## src/rtl/uart_pkg.sv

```systemverilog
// ============================================================================
// Module      : uart_pkg
// Description : Shared UART constants and the baud-divisor helper function.
// Revision    : 1.0 - initial fractional baud generator release
// ============================================================================
`default_nettype none

package uart_pkg;

    localparam int unsigned c_frac_w = 4;

    typedef struct packed {
        logic [31:0] int_part;
        logic [31:0] frac_part;
    } baud_div_t;

    // Rounds sys_freq / (baud * sample) to the nearest 1/2^c_frac_w step.
    function automatic baud_div_t baud_div(input longint unsigned sys_freq,
                                           input longint unsigned baud,
                                           input longint unsigned sample);
        longint unsigned denom;
        longint unsigned scaled;
        baud_div_t       res;
        denom         = baud * sample;
        scaled        = ((sys_freq << c_frac_w) + (denom >> 1)) / denom;
        res.int_part  = 32'(scaled >> c_frac_w);
        res.frac_part = 32'(scaled & ((64'd1 << c_frac_w) - 64'd1));
        return res;
    endfunction

    localparam baud_div_t   c_default_div  = baud_div(64'd50_000_000, 64'd9600, 64'd16);
    localparam int unsigned c_default_int  = c_default_div.int_part;
    localparam int unsigned c_default_frac = c_default_div.frac_part;

endpackage

`default_nettype wire

```

## src/rtl/uart_frac_divider.sv

```systemverilog
// ============================================================================
// Module      : uart_frac_divider
// Description : Fractional clock divider; period dithers between N and N+1.
// Revision    : 1.0 - initial fractional baud generator release
// ============================================================================
`default_nettype none

module uart_frac_divider
    import uart_pkg::*;
#(
    parameter int unsigned DIV_W        = 16,
    parameter int unsigned FRAC_W       = 4,
    parameter int unsigned DEFAULT_INT  = c_default_int,
    parameter int unsigned DEFAULT_FRAC = c_default_frac
) (
    input  logic              clk,
    input  logic              reset_n,
    input  logic              i_en,
    input  logic              i_phase_clr,
    input  logic              i_load,
    input  logic [DIV_W-1:0]  i_load_int,
    input  logic [FRAC_W-1:0] i_load_frac,
    output logic              o_s_tick
);

    logic [DIV_W-1:0]  r_div_int;
    logic [FRAC_W-1:0] r_div_frac;
    logic [FRAC_W-1:0] r_frac_acc;
    logic [DIV_W-1:0]  r_cnt;

    logic [FRAC_W:0]   w_frac_sum;
    logic [DIV_W-1:0]  w_int_eff;
    logic [DIV_W:0]    w_plen_m1;

    // Divisors below 2 are clamped so the tick can never stay high.
    always_comb begin
        w_frac_sum = {1'b0, r_frac_acc} + {1'b0, r_div_frac};
        w_int_eff  = (r_div_int < DIV_W'(2)) ? DIV_W'(2) : r_div_int;
        w_plen_m1  = {1'b0, w_int_eff} + {{DIV_W{1'b0}}, w_frac_sum[FRAC_W]}
                   - {{DIV_W{1'b0}}, 1'b1};
    end

    assign o_s_tick = i_en & ~i_phase_clr & ({1'b0, r_cnt} == w_plen_m1);

    always_ff @(posedge clk or negedge reset_n) begin
        if (!reset_n) begin
            r_div_int  <= DIV_W'(DEFAULT_INT);
            r_div_frac <= FRAC_W'(DEFAULT_FRAC);
            r_frac_acc <= '0;
            r_cnt      <= '0;
        end else begin
            if (i_phase_clr) begin
                r_cnt      <= '0;
                r_frac_acc <= '0;
            end else if (i_en) begin
                if (o_s_tick) begin
                    r_cnt      <= '0;
                    r_frac_acc <= w_frac_sum[FRAC_W-1:0];
                end else begin
                    r_cnt <= r_cnt + DIV_W'(1);
                end
            end
            // A new divisor restarts the dither pattern from a clean phase.
            if (i_load) begin
                r_div_int  <= i_load_int;
                r_div_frac <= i_load_frac;
                r_frac_acc <= '0;
            end
        end
    end

endmodule

`default_nettype wire

```

## src/rtl/uart_baud_gen.sv

```systemverilog
// ============================================================================
// Module      : uart_baud_gen
// Description : Programmable fractional baud generator with oversample/bit ticks.
// Revision    : 1.0 - initial fractional baud generator release
// ============================================================================
`default_nettype none

module uart_baud_gen
    import uart_pkg::*;
#(
    parameter int unsigned DIV_W        = 16,
    parameter int unsigned FRAC_W       = 4,
    parameter int unsigned SAMPLE       = 16,
    parameter int unsigned DEFAULT_INT  = c_default_int,
    parameter int unsigned DEFAULT_FRAC = c_default_frac
) (
    input  logic              clk,
    input  logic              reset_n,
    input  logic              en,
    input  logic              phase_clr,
    input  logic [DIV_W-1:0]  cfg_int,
    input  logic [FRAC_W-1:0] cfg_frac,
    input  logic              cfg_valid,
    output logic              cfg_ready,
    output logic              s_tick,
    output logic              b_tick
);

    localparam int unsigned c_sub_w = $clog2(SAMPLE);

    logic [DIV_W-1:0]   r_sh_int;
    logic [FRAC_W-1:0]  r_sh_frac;
    logic               r_pend;
    logic [c_sub_w-1:0] r_sub_cnt;

    logic w_s_tick;
    logic w_xfer;
    logic w_apply;
    logic w_sub_last;

    // Apply only on a period boundary while running, so no period is distorted.
    assign w_xfer     = cfg_valid & ~r_pend;
    assign w_apply    = r_pend & (phase_clr | ~en | w_s_tick);
    assign w_sub_last = (r_sub_cnt == c_sub_w'(SAMPLE - 1));

    uart_frac_divider #(
        .DIV_W        (DIV_W),
        .FRAC_W       (FRAC_W),
        .DEFAULT_INT  (DEFAULT_INT),
        .DEFAULT_FRAC (DEFAULT_FRAC)
    ) u_div (
        .clk          (clk),
        .reset_n      (reset_n),
        .i_en         (en),
        .i_phase_clr  (phase_clr),
        .i_load       (w_apply),
        .i_load_int   (r_sh_int),
        .i_load_frac  (r_sh_frac),
        .o_s_tick     (w_s_tick)
    );

    always_ff @(posedge clk or negedge reset_n) begin
        if (!reset_n) begin
            r_sh_int  <= '0;
            r_sh_frac <= '0;
            r_pend    <= 1'b0;
            r_sub_cnt <= '0;
        end else begin
            if (w_xfer) begin
                r_sh_int  <= cfg_int;
                r_sh_frac <= cfg_frac;
                r_pend    <= 1'b1;
            end else if (w_apply) begin
                r_pend <= 1'b0;
            end

            if (phase_clr) begin
                r_sub_cnt <= '0;
            end else if (w_s_tick) begin
                r_sub_cnt <= w_sub_last ? '0 : r_sub_cnt + c_sub_w'(1);
            end
        end
    end

    assign cfg_ready = ~r_pend;
    assign s_tick    = w_s_tick;
    assign b_tick    = w_s_tick & w_sub_last;

endmodule

`default_nettype wire
```

## config.mk

```make
export PLATFORM = sky130hd
export DESIGN_NAME = uart_baud_gen
export DESIGN_NICKNAME = d
export VERILOG_FILES = /design/src/rtl/uart_pkg.sv /design/src/rtl/uart_frac_divider.sv /design/src/rtl/uart_baud_gen.sv
export SDC_FILE = /design/constraint.sdc
export NUM_CORES = 1
export LEC_CHECK = 0
export ABC_CLOCK_PERIOD_IN_PS = 5500
export BUFFER_PORTS_ARGS = -buffer_cell sky130_fd_sc_hd__buf_4
export CAP_MARGIN = 15
export CORE_ASPECT_RATIO = 1.5
export CORE_MARGIN = 2
export CORE_UTILIZATION = 50
export CTS_CLUSTER_SIZE = 30
export DETAILED_ROUTE_END_ITERATION = 10
export PLACE_DENSITY_LB_ADDON = 0.08
export SETUP_SLACK_MARGIN = 0.2
export SLEW_MARGIN = 25
export SYNTH_ARGS = -nofsm -noshare
export SYNTH_HDL_FRONTEND = slang
export SYNTH_SLANG_ARGS = --single-unit
```

## constraint.sdc

```tcl
create_clock -name clk -period 5.5 [get_ports clk]
set_clock_uncertainty 0.2 [all_clocks]
set_input_delay 0.275 -clock clk [delete_from_list [all_inputs] [get_ports clk]]
set_output_delay 0.275 -clock clk [all_outputs]
set_load 0.02 [all_outputs]
```

* After elaboration in Yosys (flattened, before gate mapping)
Cells that the tools add are included.
Storage, ports and cells: bits in registers 65, latch bits 0, RAM bits 0, ROM bits 0, input bits 25, logic and storage cells 45, memories kept 0
Cells by class: $add $sub $neg 5, multipliers 0, div/mod/pow operators 0, magnitude comparators 1, equality and inequality tests 2, shift-type cells 0, mux-type cells 13, bitwise gates (word level) 10, reductions and logical operators 6
Operators by type and width (count):
- $mux 16 | 4
- $mux 4 | 7
- $add 16x1->17 | 1
- $eq 16x17->1 | 1
- $sub 17x1->17 const B | 1
- $add 16x1->16 const B | 1
- $lt 16x2->1 const B | 1
- $reduce_bool 2->1 | 3
- $reduce_bool 3->1 | 2
- $add 4x4->5 | 1
- $and 1x1->1 | 5
- $add 4x1->4 const B | 1
- $eq 4x4->1 const B | 1
- $not 1->1 | 3
- $mux 1 | 2
- $or 1x1->1 | 2
- $reduce_and 2->1 | 1

* Logic depth before layout (Yosys ltp)
Gate-level depths: netlist of the first run.
word-level depth 10, gate-level depth with buffers 18, gate-level depth less buffers 17

* Cells and area by module
From an unflattened synthesis of the first run, not the netlist that was laid out.
Unflattened totals: cells, all modules 333, area total of the unflattened synthesis 3565.9 um2
Modules (own cells, without submodules):
- uart_frac_divider | instances 1, cells each 263, area an instance 2566.2 um2
- uart_baud_gen | instances 1, cells each 70, area an instance 999.7 um2

* Worst setup path before layout of the first run
Ideal clock, no wire load.
kind reg2reg, start point register u_div.r_frac_acc[0], end point register u_div.r_div_int[9], library setup time 0.128 ns, arrival 3.643 ns, path slack 1.529 ns, cell stages (with the launch flop) 19, path buffers 3, period minus slack after synthesis 3.971 ns, cell sequence dfrtp_1 > ha_1 > inv_1 > fa_1 > inv_1 > a21o_1 > a21oi_1 > ha_1 > ha_1 > clkbuf_1 > and3_1 > a41oi_1 > a221o_1 > a221oi_1 > nor4bb_1 > buf_2 > o21ai_1 > buf_2 > mux2_1
Between the ends: word-level cells in the longest chain between the ends 7
RTL lines:
- from (decl) | line uart_frac_divider.sv:28 | logic [FRAC_W-1:0] r_frac_acc;
- from (signal assigned) | line uart_frac_divider.sv:58 | r_frac_acc <= w_frac_sum[FRAC_W-1:0];
- $add 4x4->5 | line uart_frac_divider.sv:37 | w_frac_sum = {1'b0, r_frac_acc} + {1'b0, r_div_frac};
- $add 16x1->17 | line uart_frac_divider.sv:39 | w_plen_m1 = {1'b0, w_int_eff} + {{DIV_W{1'b0}}, w_frac_sum[FRAC_W]}
- $sub 17x1->17 | line uart_frac_divider.sv:40 | - {{DIV_W{1'b0}}, 1'b1};
- $eq 16x17->1 | line uart_frac_divider.sv:43 | assign o_s_tick = i_en & ~i_phase_clr & ({1'b0, r_cnt} == w_plen_m1);
- $and 1x1->1 | line uart_frac_divider.sv:43
- $or 1x1->1 | line uart_baud_gen.sv:43 | assign w_apply = r_pend & (phase_clr | ~en | w_s_tick);
- $and 1x1->1 | line uart_baud_gen.sv:43
- to (signal assigned) | line uart_frac_divider.sv:47 | r_div_int <= DIV_W'(DEFAULT_INT);
- to (signal assigned) | line uart_frac_divider.sv:65 | r_div_int <= i_load_int;
- to (decl) | line uart_frac_divider.sv:26 | logic [DIV_W-1:0] r_div_int;
Every way passes these cells. A chain may end at the register's enable or synchronous reset.

* Final worst setup path of the first run
start point register u_div.r_div_int[9], end point register u_div.r_cnt[7]
Between the ends: word-level cells in the longest chain between the ends 9
RTL lines:
- $lt 16x2->1 | line uart_frac_divider.sv:38 | w_int_eff = (r_div_int < DIV_W'(2)) ? DIV_W'(2) : r_div_int;
- $mux 16 * | line uart_frac_divider.sv:38
- $add 16x1->17 * | line uart_frac_divider.sv:39
- $sub 17x1->17 * | line uart_frac_divider.sv:40
- $eq 16x17->1 * | line uart_frac_divider.sv:43
- $and 1x1->1 * | line uart_frac_divider.sv:43
- $mux 16 * | line uart_frac_divider.sv:56 | if (o_s_tick) begin
- $mux 16 * | line uart_frac_divider.sv:55 | end else if (i_en) begin
- $mux 16 * | line uart_frac_divider.sv:52 | if (i_phase_clr) begin
- to (signal assigned) | line uart_frac_divider.sv:60 | r_cnt <= r_cnt + DIV_W'(1);
- to (decl) | line uart_frac_divider.sv:29 | logic [DIV_W-1:0] r_cnt;
Every way passes the cells marked *; elsewhere a longest branch is shown, timed or not. The select of a mux whose other input is x is not followed.

==> results_tabular.tex, run 1 <==
\begin{tabular}{lr}
\hline
Metric & Value \\
\hline
\multicolumn{2}{l}{\textbf{Logic synthesis}} \\
Largest cells by area after synthesis & dfrtp\_1 (41\%), mux2\_2 (6.8\%), mux2\_1 (6.2\%) \\
Area fraction of the dominant cell type after synthesis & 0.4101 \\
Async set-reset flop share out of synthesis & 1.000 \\
Average size of a mapped cell & 10.90 sq um \\
Share of synthesized area occupied by flip-flops and latches & 0.4460 \\
Largest area contributor in the netlist & dfrtp\_1 \\
Post-Syn Area & 3661 sq um \\
Top FF cell, synth & dfrtp\_1 \\
Number of warning messages in the yosys log & 0 \\
Gate Count Post-Synth & 336 \\
Flop and latch count out of synthesis & 65 \\
Netlist cell types & 62 \\
Leading cell types by count after synthesis & dfrtp\_1 (60), nand2\_1 (28), nand3\_1 (23) \\
Most frequent cell after synthesis & dfrtp\_1 \\
Number of flops mapped to enable cells by yosys & 0 \\
Synthesized net count & 370 \\
\multicolumn{2}{l}{\textbf{Setup path}} \\
Critical register-to-register path startpoint & u\_div.r\_div\_int[9]\$\_DFFE\_PN0P\_ \\
Capturing element type of the critical path & flop \\
Highest-delay cell along the critical path & nor4\_4 \\
Crit Path Category & flop to flop \\
Crit path max-delay family & simple AND/OR/NAND/NOR gates \\
Most used cell, CP & or3b\_1 \\
Worst-case register-to-register setup slack & 0.99 ns \\
Worst endpoint required time & 5.51 ns \\
Critical path startpoint & u\_div.r\_div\_int[9]\$\_DFFE\_PN0P\_ \\
Ordered list of cells on the worst path & nor4\_4 > nand4\_1 > nand2\_1 > ha\_1 > or3b\_1 > a41oi\_1 > xnor2\_1 > nor3\_4 > or3b\_1 > nor4bb\_1 > buf\_4 > nand2b\_1 > o311ai\_0 \\
Maximum fanout along the worst path & 13 \\
Count of buffer and inverter cells on the critical path & 1 \\
Count of cell instances traversed by the critical path & 13 \\
Kind of start point of the critical path & flop \\
Crit path arrival time & 4.52 ns \\
Cell count of the worst reg-to-reg path & 13 \\
Critical path's largest stage delay & 0.52 ns \\
\multicolumn{2}{l}{\textbf{Clocking}} \\
H-tree levels & 3 \\
Number of sinks driven by the clock tree & 65 \\
Bufs on Longest Clock Path & 2 \\
Clock buffers created by TritonCTS & 9 \\
Clk root buf & clkbuf\_8 \\
Skew-Pair Late Insertion Delay & 0.36 ns \\
TritonCTS clock tree & done \\
CTS clock-pin slew for the worst setup and hold paths & 0.08 ns \\
Setup Buffers After CTS & 0 \\
Count of hold buffers inserted by post-cts repair & 23 \\
Resized cells post-CTS & 0 \\
\multicolumn{2}{l}{\textbf{Route}} \\
DRC violations left & 0 \\
Detailed Route WL & 7909 um \\
Antenna-violating nets left & 0 \\
Overall via count from detail\_route & 2707 \\
Average detailed-routed wire length per instance & 16.14 um \\
Avg Vias per Cell & 5.524 \\
Drt first-iter violations & 124 \\
Pre-antenna DRT Iters & 4 \\
\multicolumn{2}{l}{\textbf{Global route}} \\
Wire length of the first global-routing pass & 13130 um \\
Maximum number of pins on one net before global-route repair & 66 \\
Vias in the first global route & 2673 \\
Total congestion overflow after global routing & 0 \\
All-Layer GR Usage & 0.2205 \\
Initial antenna violation count & 0 \\
\multicolumn{2}{l}{\textbf{STA}} \\
Summed negative setup slack over all endpoints & 0 ns \\
Fin worst setup slack & 0.9916 ns \\
Total setup violations reported at the end of the flow & 0 \\
Final Max Tran Viols & 0 \\
Pin slew with the least headroom to its limit & 0.8272 ns \\
Share of the clock period used by the worst path after layout & 0.8197 \\
Tmin final & 4.508 ns \\
Number of failing hold endpoints at the final stage & 0 \\
Worst slew margin relative to its limit & 0.4468 \\
Worst hold slack & 0.2488 ns \\
RSZ-0062 raised after global routing & no \\
Max Clk Rate & 221.8 MHz \\
\multicolumn{2}{l}{\textbf{Run status}} \\
Run status & completed \\
\multicolumn{2}{l}{\textbf{Power}} \\
Switching share of total power & 0.3159 \\
Leak pwr & 1.811 nW \\
Fraction of power consumed by sequential logic & 0.455 \\
Power density cells & 336.8 nW/um\^{}2 \\
Clock network power share & 0.310 \\
Share of power burned in combinational logic & 0.235 \\
VDD IR max & 0.0002918 V \\
Int Pwr & 0.001019 W \\
Switching power total & 0.0004705 W \\
\multicolumn{2}{l}{\textbf{Placement}} \\
\# port buffers & 27 \\
Sum of net half-perimeters after detailed placement & 5401 um \\
Final weighted congestion of routability-driven global placement & 0.8810 \\
Post-placement setup slack & 1.035 ns \\
\multicolumn{2}{l}{\textbf{Final layout}} \\
Area grow syn2layout & 20.78\% \\
Total inserted antenna cells & 0 \\
Multi-input gate area & 1952 sq um \\
Flip-flop and latch area & 1633 sq um \\
Share of layout cells above drive strength 1 & 0.2333 \\
Final net count & 419 \\
Layout filler cell count & 621 \\
\multicolumn{2}{l}{\textbf{Min path}} \\
WHS Path Cells & 3 \\
Worst min-delay path class & input pin to flop \\
Startpoint of the tightest hold check path & cfg\_valid \\
\multicolumn{2}{l}{\textbf{Run}} \\
Number of max-cap violations & 0 \\
\multicolumn{2}{l}{\textbf{Die}} \\
Starting density of the core & 0.5099 \\
Area of the placeable core & 7179 sq um \\
Die Outline Area & 8037 sq um \\
Die Span Y & 108.8 um \\
Die span in x & 73.87 um \\
Site Rows & 38 \\
Total I/O pin count & 28 \\
\hline
\end{tabular}
-- power by group through the flow --
stage	clock [W]	sequential, W	combinational, W
6_report	0.000462	0.000677	0.000350
5_1_grt	0.000494	0.000692	0.000388
4_1_cts	0.000475	0.000678	0.000354
3_5_place_dp	0	0.000687	0.000339
3_3_place_gp	0	0.000683	0.000329
2_1_floorplan	0	0.000646	0.000270
-- stage by stage --
stage	instances	total power, W	utilization	area (sq um)
global route	490	0.001575	0.6159	4422
floorplan	336	0.0009165	-	3661
finish	490	0.001489	0.6159	4422
global placement	451	0.001012	0.5498	3948
detailed placement	451	0.001025	0.5519	3963
CTS	490	0.001506	0.6159	4422
-- state kept, by name, indices dropped and copies added (netlist names) --
register          flops
r_sh_int             16
u_div.r_cnt          16
u_div.r_div_int      16
r_sh_frac             4
r_sub_cnt             4
u_div.r_div_frac      4
u_div.r_frac_acc      4
r_pend                1
-- worst min-delay path: stages --
cell,delay [ns]
buf_4,0.11
nor2b_4,0.21
a21o_1,0.18
-- cells in the final DEF (no fill, tap or decap), drive strengths merged, types with 4 or more instances in the layout --
| master | count |
|---|---|
| dfrtp | 60 |
| mux2 | 42 |
| nand2 | 28 |
| buf | 28 |
| nand3 | 23 |
| dlygate4sd3 | 23 |
| nor2 | 19 |
| xnor2 | 13 |
| inv | 10 |
| clkbuf | 10 |
| o311ai | 9 |
| a21oi | 8 |
| ha | 8 |
| xor2 | 7 |
| nor3 | 7 |
| o21ai | 7 |
| mux2i | 6 |
| nand4 | 6 |
| dfstp | 5 |
| nand3b | 5 |
| clkinv | 5 |
| and3 | 4 |
| a21o | 4 |
-- cell type report --
cell class | count | area share
multi-input cells | 247 | 0.4414
well taps | 100 | 0.02830
repair buffers | 51 | 0.09960
clock buffers | 10 | 0.03113
flip-flops and latches | 65 | 0.3693
clock inverters | 6 | 0.02066
inverters | 11 | 0.009621
-- cell families after synthesis --
kind of cell / share of synthesized area
fa+ha+maj: 0.03281
mux: 0.1456
buf+inv: 0.02666
xor+xnor: 0.04785
flops: 0.4460
simple gates: 0.1904
compound gates: 0.1107
-- per-layer routing --
layer  track usage  part of all wire  routed length (um)  vias to the layer above
met4        0.1286             0.036                 284                        0
li1              -                 -                   -                     1339
met5             0                 0                   0                        -
met3       0.03882             0.023                 180                       18
met2        0.3718              0.52                4104                       37
met1        0.2575              0.42                3340                     1313
-- final timing paths --
check / endpoint
setup / recovery: u_div.r_cnt[7]$_DFFE_PN0P_
hold / removal: r_pend$_DFFE_PN0P_
setup reg to reg: u_div.r_cnt[7]$_DFFE_PN0P_
hold reg to reg: u_div.r_div_int[10]$_DFFE_PN0P_
max in group asynchronous: u_div.r_cnt[1]$_DFFE_PN0P_
min in group asynchronous: r_sh_int[7]$_DFFE_PN0P_
Power figures use the tool's default switching activity.
==> run 2: changes to the inputs <==
--- a/config.mk
+++ b/config.mk
@@ -5,7 +5,7 @@
 export SDC_FILE = /design/constraint.sdc
 export NUM_CORES = 1
 export LEC_CHECK = 0
-export ABC_CLOCK_PERIOD_IN_PS = 5500
+export ABC_CLOCK_PERIOD_IN_PS = 3990
 export BUFFER_PORTS_ARGS = -buffer_cell sky130_fd_sc_hd__buf_4
 export CAP_MARGIN = 15
 export CORE_ASPECT_RATIO = 1.5
==> constraint.sdc (replaced) <==
create_clock -name clk -period 3.99 [get_ports clk]
set_clock_uncertainty 0.2 [all_clocks]
set_input_delay 0.1995 -clock clk [delete_from_list [all_inputs] [get_ports clk]]
set_output_delay 0.1995 -clock clk [all_outputs]
set_load 0.02 [all_outputs]
==> results_tabular.tex, run 2 (synthesis results as in run 1) <==
\begin{tabular}{lr}
\hline
Metric & Value \\
\hline
\multicolumn{2}{l}{\textbf{Route}} \\
Overall via count from detail\_route & 3038 (+12\%) \\
Avg Vias per Cell & 5.626 (+1.8\%) \\
Detailed Route WL & 9278 um (+17\%) \\
DRC violations left & 0 (unchanged) \\
Drt first-iter violations & 209 (+69\%) \\
Pre-antenna DRT Iters & 4 (unchanged) \\
Antenna-violating nets left & 0 (unchanged) \\
Average detailed-routed wire length per instance & 17.18 um (+6.4\%) \\
\multicolumn{2}{l}{\textbf{Run}} \\
Number of max-cap violations & 0 (unchanged) \\
\multicolumn{2}{l}{\textbf{Setup path}} \\
Maximum fanout along the worst path & 4 (-9) \\
Worst-case register-to-register setup slack & -0.08 ns (-1.07 ns) \\
Critical path's largest stage delay & 0.37 ns (-0.15 ns) \\
Ordered list of cells on the worst path & ha\_2 > inv\_2 > fa\_2 > inv\_2 > a21o\_1 > a21oi\_2 > ha\_2 > ha\_4 > buf\_6 > o21ba\_4 > a221oi\_2 > a41oi\_2 > a211o\_1 > a2111oi\_4 > nand4\_4 > nor2\_2 > buf\_6 \\
Capturing element type of the critical path & output port \\
Crit path arrival time & 3.67 ns (-0.85 ns) \\
Worst endpoint required time & 3.59 ns (-1.92 ns) \\
Cell count of the worst reg-to-reg path & 19 (+6) \\
Critical path startpoint & u\_div.r\_div\_frac[0]\$\_DFFE\_PN0P\_ \\
Worst setup path endpoint & b\_tick \\
Capturing point of the worst reg2reg path & r\_sub\_cnt[2]\$\_DFFE\_PN0P\_ \\
Crit Path Category & flop to output port \\
Kind of start point of the critical path & flop \\
Highest-delay cell along the critical path & dfrtp\_1 \\
Critical register-to-register path startpoint & u\_div.r\_div\_frac[0]\$\_DFFE\_PN0P\_ \\
\multicolumn{2}{l}{\textbf{Final layout}} \\
Most common cell after layout, fill and taps aside & dfrtp\_1 \\
Total inserted antenna cells & 0 (unchanged) \\
Registers with the highest flip-flop counts & r\_sh\_int (16), u\_div.r\_cnt (16), u\_div.r\_div\_int (16) \\
Final net count & 469 (+12\%) \\
Share of layout cells above drive strength 1 & 0.4295 (+0.1962) \\
Area grow syn2layout & 42.69\% \\
Leading cell types in the layout, fill and taps excluded & dfrtp\_1 (60), buf\_4 (59), nand2\_1 (28) \\
Fin cells & 540 (+10\%) \\
\multicolumn{2}{l}{\textbf{Power}} \\
Power density cells & 434.9 nW/um\^{}2 (+29\%) \\
VDD IR max & 0.0002861 V (-2.0\%) \\
Leak pwr & 2.231 nW (+23\%) \\
\multicolumn{2}{l}{\textbf{STA}} \\
RSZ-0062 raised after global routing & yes \\
Total setup violations reported at the end of the flow & 27 (+27) \\
Tmin final & 4.073 ns \\
Worst hold slack & 0.1686 ns (-0.08024 ns) \\
Pin slew with the least headroom to its limit & 0.8039 ns (-0.02331 ns) \\
Worst slew margin relative to its limit & 0.4641 (+0.01729) \\
Share of the clock period used by the worst path after layout & 1.021 \\
Fin worst setup slack & -0.08283 ns (-1.074 ns) \\
Final Max Tran Viols & 0 (unchanged) \\
Max Clk Rate & 245.5 MHz \\
Number of failing hold endpoints at the final stage & 0 (unchanged) \\
\multicolumn{2}{l}{\textbf{Min path}} \\
Startpoint of the tightest hold check path & cfg\_valid \\
Worst min-delay path class & input pin to flop \\
\multicolumn{2}{l}{\textbf{Die}} \\
Area of the placeable core & 7179 sq um (unchanged) \\
Die Outline Area & 8037 sq um (unchanged) \\
Die span in x & 73.87 um (unchanged) \\
Die Span Y & 108.8 um (unchanged) \\
Site Rows & 38 (unchanged) \\
Total I/O pin count & 28 (unchanged) \\
Starting density of the core & 0.5099 (unchanged) \\
\multicolumn{2}{l}{\textbf{Clocking}} \\
Clock buffers created by TritonCTS & 9 (unchanged) \\
Number of sinks driven by the clock tree & 65 (unchanged) \\
H-tree levels & 3 (unchanged) \\
Skew-Pair Late Insertion Delay & 0.37 ns (about the same) \\
CTS clock-pin slew for the worst setup and hold paths & 0.07 ns (about the same) \\
Clk root buf & clkbuf\_8 \\
TritonCTS clock tree & done \\
Bufs on Longest Clock Path & 2 (unchanged) \\
\multicolumn{2}{l}{\textbf{Run status}} \\
Run status & finished with violations \\
Violations in the final reports & negative setup slack \\
\multicolumn{2}{l}{\textbf{Placement}} \\
Sum of net half-perimeters after detailed placement & 5732 um (+6.1\%) \\
Placed cell count & 474 (+5.1\%) \\
\# port buffers & 27 (unchanged) \\
Final weighted congestion of routability-driven global placement & 0.8944 (+1.5\%) \\
\multicolumn{2}{l}{\textbf{Global route}} \\
Total congestion overflow after global routing & 0 (unchanged) \\
Wire length of the first global-routing pass & 14820 um (+13\%) \\
Initial antenna violation count & 0 (unchanged) \\
Vias in the first global route & 3138 (+17\%) \\
Maximum number of pins on one net before global-route repair & 66 (unchanged) \\
All-Layer GR Usage & 0.2467 (+0.02617) \\
\hline
\end{tabular}
## run 2: worst min-delay path by stage
stage	end	depth (start not counted)	slack [ns]
4_1_cts	u_div.r_div_int[4]$_DFFE_PN0P_	2	0.31
3_5_place_dp	r_sh_int[10]$_DFFE_PN0P_	1	0.16
6_report	r_pend$_DFFE_PN0P_	3	0.17
3_3_place_gp	r_sh_int[10]$_DFFE_PN0P_	1	0.16
2_1_floorplan	r_pend$_DFFE_PN0P_	0	-0.30
5_1_grt	r_pend$_DFFE_PN0P_	3	0.19
## run 2: what timing repair did
action / CTS / global route
hold endpoints to repair: 85 / 0
setup buffers: 16 / 7
pin swaps: 23 / 4
setup endpoints to repair: 44 / 47
hold buffers: 23 / 0
gates resized for setup: 62 / 17
gates cloned: 1 / 3
## run 2: critical path, delay by kind of cell, from the launching register on
kind,cells,cell delay (ns)
compound gates,7,1.34
fa+ha+maj,4,0.92
flops,1,0.37
simple gates,2,0.34
buf+inv,4,0.34
## run 2: power breakdown
group          leakage, nW  switching (W)  internal, W
clock network       0.0933       0.000264     0.000287
logic                 1.33       0.000362     0.000460
registers            0.809       0.000115     0.000785
## run 2: cell type report
class | count | area (sq um)
inverter | 11 | 46.29
tap | 100 | 125.1
timing repair buffer | 100 | 923.4
clock buffer | 11 | 131.4
fill | 501 | 1956
clock inverter | 5 | 56.30
multi-input combinational | 248 | 2308
sequential | 65 | 1633
## run 2: metal layers
| layer | global-route usage | share of wire |
|---|---|---|
| met1 | 0.2893 | 0.42 |
| met2 | 0.4203 | 0.53 |
| met3 | 0.04713 | 0.027 |
| met4 | 0.1273 | 0.028 |
| met5 | 0 | 0 |
## run 2: through the flow
| step | cell area, sq um | setup WS (ns) | power [W] | util | setup TNS (ns) |
|---|---|---|---|---|---|
| finish | 5224 | -0.08283 | 0.002272 | 0.7276 | -1.206 |
| global route | 5224 | -0.2340 | 0.002390 | 0.7276 | -5.798 |
| CTS | 5006 | -0.02336 | 0.002235 | 0.6973 | -0.02336 |
| detailed placement | 4174 | -0.08868 | 0.001517 | 0.5814 | -1.101 |
| global placement | 4172 | 0.02622 | 0.001495 | 0.5810 | 0 |
| floorplan | 3705 | 0.1862 | 0.001277 | - | 0 |
==> run 3: changes to the inputs <==
--- a/config.mk
+++ b/config.mk
@@ -10,7 +10,7 @@
 export CAP_MARGIN = 15
 export CORE_ASPECT_RATIO = 1.5
 export CORE_MARGIN = 2
-export CORE_UTILIZATION = 50
+export CORE_UTILIZATION = 54
 export CTS_CLUSTER_SIZE = 30
 export DETAILED_ROUTE_END_ITERATION = 10
 export PLACE_DENSITY_LB_ADDON = 0.08
==> results_tabular.tex, run 3 (synthesis results as in run 1) <==
\begin{tabular}{lr}
\hline
Metric & Value \\
\hline
\multicolumn{2}{l}{\textbf{Die}} \\
Total I/O pin count & 28 (unchanged) \\
Die span in x & 71.23 um (-3.6\%) \\
Die Outline Area & 7468 sq um (-7.1\%) \\
Die Span Y & 104.8 um (-3.6\%) \\
Starting density of the core & 0.5605 (+0.05060) \\
Site Rows & 36 (-5.3\%) \\
Area of the placeable core & 6531 sq um (-9.0\%) \\
\multicolumn{2}{l}{\textbf{Power}} \\
Pwr Total & 0.002361 W (+3.9\%) \\
Share of power burned in combinational logic & 0.345 (-0.016) \\
VDD IR max & 0.0003987 V (+39\%) \\
Clock network power share & 0.268 (+0.025) \\
Switching power total & 0.0007529 W (+1.7\%) \\
Leak pwr & 2.198 nW (-1.5\%) \\
Fraction of power consumed by sequential logic & 0.387 (-0.009) \\
Switching share of total power & 0.3189 (-0.006970) \\
Power density cells & 454.8 nW/um\^{}2 (+4.6\%) \\
Int Pwr & 0.001608 W (+5.0\%) \\
\multicolumn{2}{l}{\textbf{Route}} \\
DRC violations left & 0 (unchanged) \\
Antenna-violating nets left & 0 (unchanged) \\
Drt first-iter violations & 202 (-3.3\%) \\
Pre-antenna DRT Iters & 7 (+3) \\
Average detailed-routed wire length per instance & 19.49 um (+13\%) \\
Overall via count from detail\_route & 3169 (+4.3\%) \\
Avg Vias per Cell & 6.214 (+10\%) \\
Detailed Route WL & 9940 um (+7.1\%) \\
\multicolumn{2}{l}{\textbf{Clocking}} \\
Clock buffers created by TritonCTS & 9 (unchanged) \\
Clk root buf & clkbuf\_8 \\
Bufs on Longest Clock Path & 2 (unchanged) \\
H-tree levels & 3 (unchanged) \\
Skew-Pair Late Insertion Delay & 0.36 ns (about the same) \\
CTS clock-pin slew for the worst setup and hold paths & 0.08 ns (about the same) \\
TritonCTS clock tree & done \\
Number of sinks driven by the clock tree & 65 (unchanged) \\
\multicolumn{2}{l}{\textbf{Placement}} \\
\# port buffers & 27 (unchanged) \\
Placement Cell Area & 4129 sq um (-1.1\%) \\
Post-placement setup slack & -0.007453 ns (+0.08122 ns) \\
Final weighted congestion of routability-driven global placement & 0.8773 (-1.9\%) \\
Sum of net half-perimeters after detailed placement & 5681 um (-0.88\%) \\
\multicolumn{2}{l}{\textbf{Final layout}} \\
Total inserted antenna cells & 0 (unchanged) \\
Share of layout cells above drive strength 1 & 0.4378 (+0.008243) \\
Registers with the highest flip-flop counts & r\_sh\_int (16), u\_div.r\_cnt (16), u\_div.r\_div\_int (16) \\
Final net count & 463 (-1.3\%) \\
Layout filler cell count & 365 (-27\%) \\
Area grow syn2layout & 41.80\% \\
Multi-input gate area & 2310 sq um (about the same) \\
Leading cell types in the layout, fill and taps excluded & dfrtp\_1 (60), buf\_4 (54), nand2\_1 (27) \\
Flip-flop and latch area & 1633 sq um (unchanged) \\
Most common cell after layout, fill and taps aside & dfrtp\_1 \\
Design Area, Final & 5191 sq um (-0.62\%) \\
\multicolumn{2}{l}{\textbf{STA}} \\
Total setup violations reported at the end of the flow & 14 (-48\%) \\
Final Max Tran Viols & 0 (unchanged) \\
RSZ-0062 raised after global routing & yes \\
Share of the clock period used by the worst path after layout & 1.011 (-0.01007) \\
Tmin final & 4.033 ns (-0.04016 ns) \\
Fin worst setup slack & -0.04266 ns (+0.04016 ns) \\
Pin slew with the least headroom to its limit & 0.8351 ns (+0.03114 ns) \\
Worst hold slack & 0.1665 ns (-0.002101 ns) \\
Number of failing hold endpoints at the final stage & 0 (unchanged) \\
Worst slew margin relative to its limit & 0.4433 (-0.02076) \\
Max Clk Rate & 248.0 MHz (+1.0\%) \\
\multicolumn{2}{l}{\textbf{Run status}} \\
Run status & finished with violations \\
Violations in the final reports & negative setup slack \\
\multicolumn{2}{l}{\textbf{Global route}} \\
Maximum number of pins on one net before global-route repair & 66 (unchanged) \\
All-Layer GR Usage & 0.2442 (-0.002445) \\
Total congestion overflow after global routing & 0 (unchanged) \\
Vias in the first global route & 3055 (-2.6\%) \\
Wire length of the first global-routing pass & 14280 um (-3.7\%) \\
Initial antenna violation count & 0 (unchanged) \\
\multicolumn{2}{l}{\textbf{Min path}} \\
End of the worst hold path & r\_pend\$\_DFFE\_PN0P\_ \\
Startpoint of the tightest hold check path & cfg\_valid \\
Worst min-delay path class & input pin to flop \\
WHS Path Cells & 3 (unchanged) \\
\multicolumn{2}{l}{\textbf{Setup path}} \\
Crit path arrival time & 4.07 ns (+0.40 ns) \\
Capturing point of the worst reg2reg path & u\_div.r\_div\_frac[0]\$\_DFFE\_PN0P\_ \\
Worst-case register-to-register setup slack & -0.04 ns (+0.04 ns) \\
Cell count of the worst reg-to-reg path & 17 (-2) \\
Crit Path Category & flop to flop \\
Worst endpoint required time & 4.02 ns (+0.43 ns) \\
Kind of start point of the critical path & flop \\
Critical register-to-register path startpoint & u\_div.r\_div\_frac[0]\$\_DFFE\_PN0P\_ \\
Capturing element type of the critical path & flop \\
Maximum fanout along the worst path & 5 (+1) \\
\multicolumn{2}{l}{\textbf{Run}} \\
Number of max-cap violations & 0 (unchanged) \\
\hline
\end{tabular}
[run 3: how the worst max path moves through the flow]
| stage | cells after the start | to | startpoint |
|---|---|---|---|
| after floorplan | 14 | u_div.r_div_int[9]$_DFFE_PN0P_ | u_div.r_div_int[4]$_DFFE_PN0P_ |
| after global placement | 17 | u_div.r_cnt[7]$_DFFE_PN0P_ | u_div.r_div_frac[0]$_DFFE_PN0P_ |
| after detailed placement | 17 | u_div.r_cnt[9]$_DFFE_PN0P_ | u_div.r_frac_acc[0]$_DFFE_PN0P_ |
| after CTS | 17 | b_tick | u_div.r_div_frac[0]$_DFFE_PN0P_ |
| after global routing | 14 | u_div.r_div_frac[0]$_DFFE_PN0P_ | u_div.r_div_int[4]$_DFFE_PN0P_ |
| final | 17 | u_div.r_div_frac[0]$_DFFE_PN0P_ | u_div.r_div_frac[0]$_DFFE_PN0P_ |
[run 3: power groups by stage]
| stage | registers (W) | logic, W | clock network (W) |
|---|---|---|---|
| after detailed placement | 0.000912 | 0.000598 | 0 |
| after CTS | 0.000901 | 0.000671 | 0.000634 |
| final | 0.000914 | 0.000813 | 0.000633 |
| after floorplan | 0.000891 | 0.000386 | 0 |
| after global placement | 0.000907 | 0.000585 | 0 |
| after global routing | 0.000925 | 0.000873 | 0.000665 |
[run 3: what timing repair did]
| item | CTS | global route |
|---|---|---|
| pin swaps | 11 | 25 |
| buffers inserted | 12 | 6 |
| gates cloned | 0 | 5 |
| resized for setup | 12 | 68 |
| hold endpoints to repair | 85 | 0 |
| endpoints found under the setup margin | 40 | 47 |
| hold buffers | 23 | 0 |
[run 3: critical path: stages (launching register included)]
cell       delay, ns
dfrtp_1         0.40
ha_2            0.20
inv_2           0.05
fa_2            0.20
inv_2           0.03
a21o_1          0.17
a21oi_2         0.16
ha_4            0.18
or3b_4          0.38
a41oi_2         0.20
xnor2_2         0.10
nor3_4          0.13
or3b_1          0.41
nor4bb_2        0.31
buf_4           0.18
o21ai_4         0.09
clkbuf_16       0.20
mux2_1          0.31
[run 3: stage by stage]
step | util | TNS (ns) | std cells
global placement | 0.6318 | 0 | 448
detailed placement | 0.6322 | -0.007453 | 448
CTS | 0.7251 | 0 | 499
finish | 0.7948 | -0.2982 | 510
global route | 0.7948 | -4.743 | 510
floorplan | - | 0 | 336
[run 3: cell type report]
| cell class | count | area share |
|---|---|---|
| clock inverter | 5 | 0.01543 |
| clock buffer | 11 | 0.02724 |
| tap | 76 | 0.01832 |
| multi-input combinational | 248 | 0.4449 |
| timing repair buffer | 94 | 0.1706 |
| inverter | 11 | 0.008918 |
| sequential | 65 | 0.3145 |
[run 3: layer usage]
| metal | global-route usage | vias up | share of wire |
|---|---|---|---|
| met1 | 0.2813 | 1590 | 0.38 |
| met3 | 0.05111 | 34 | 0.039 |
| met5 | 0 | - | 0 |
| met2 | 0.4325 | 109 | 0.54 |
| met4 | 0.09569 | 0 | 0.034 |
| li1 | - | 1436 | - |
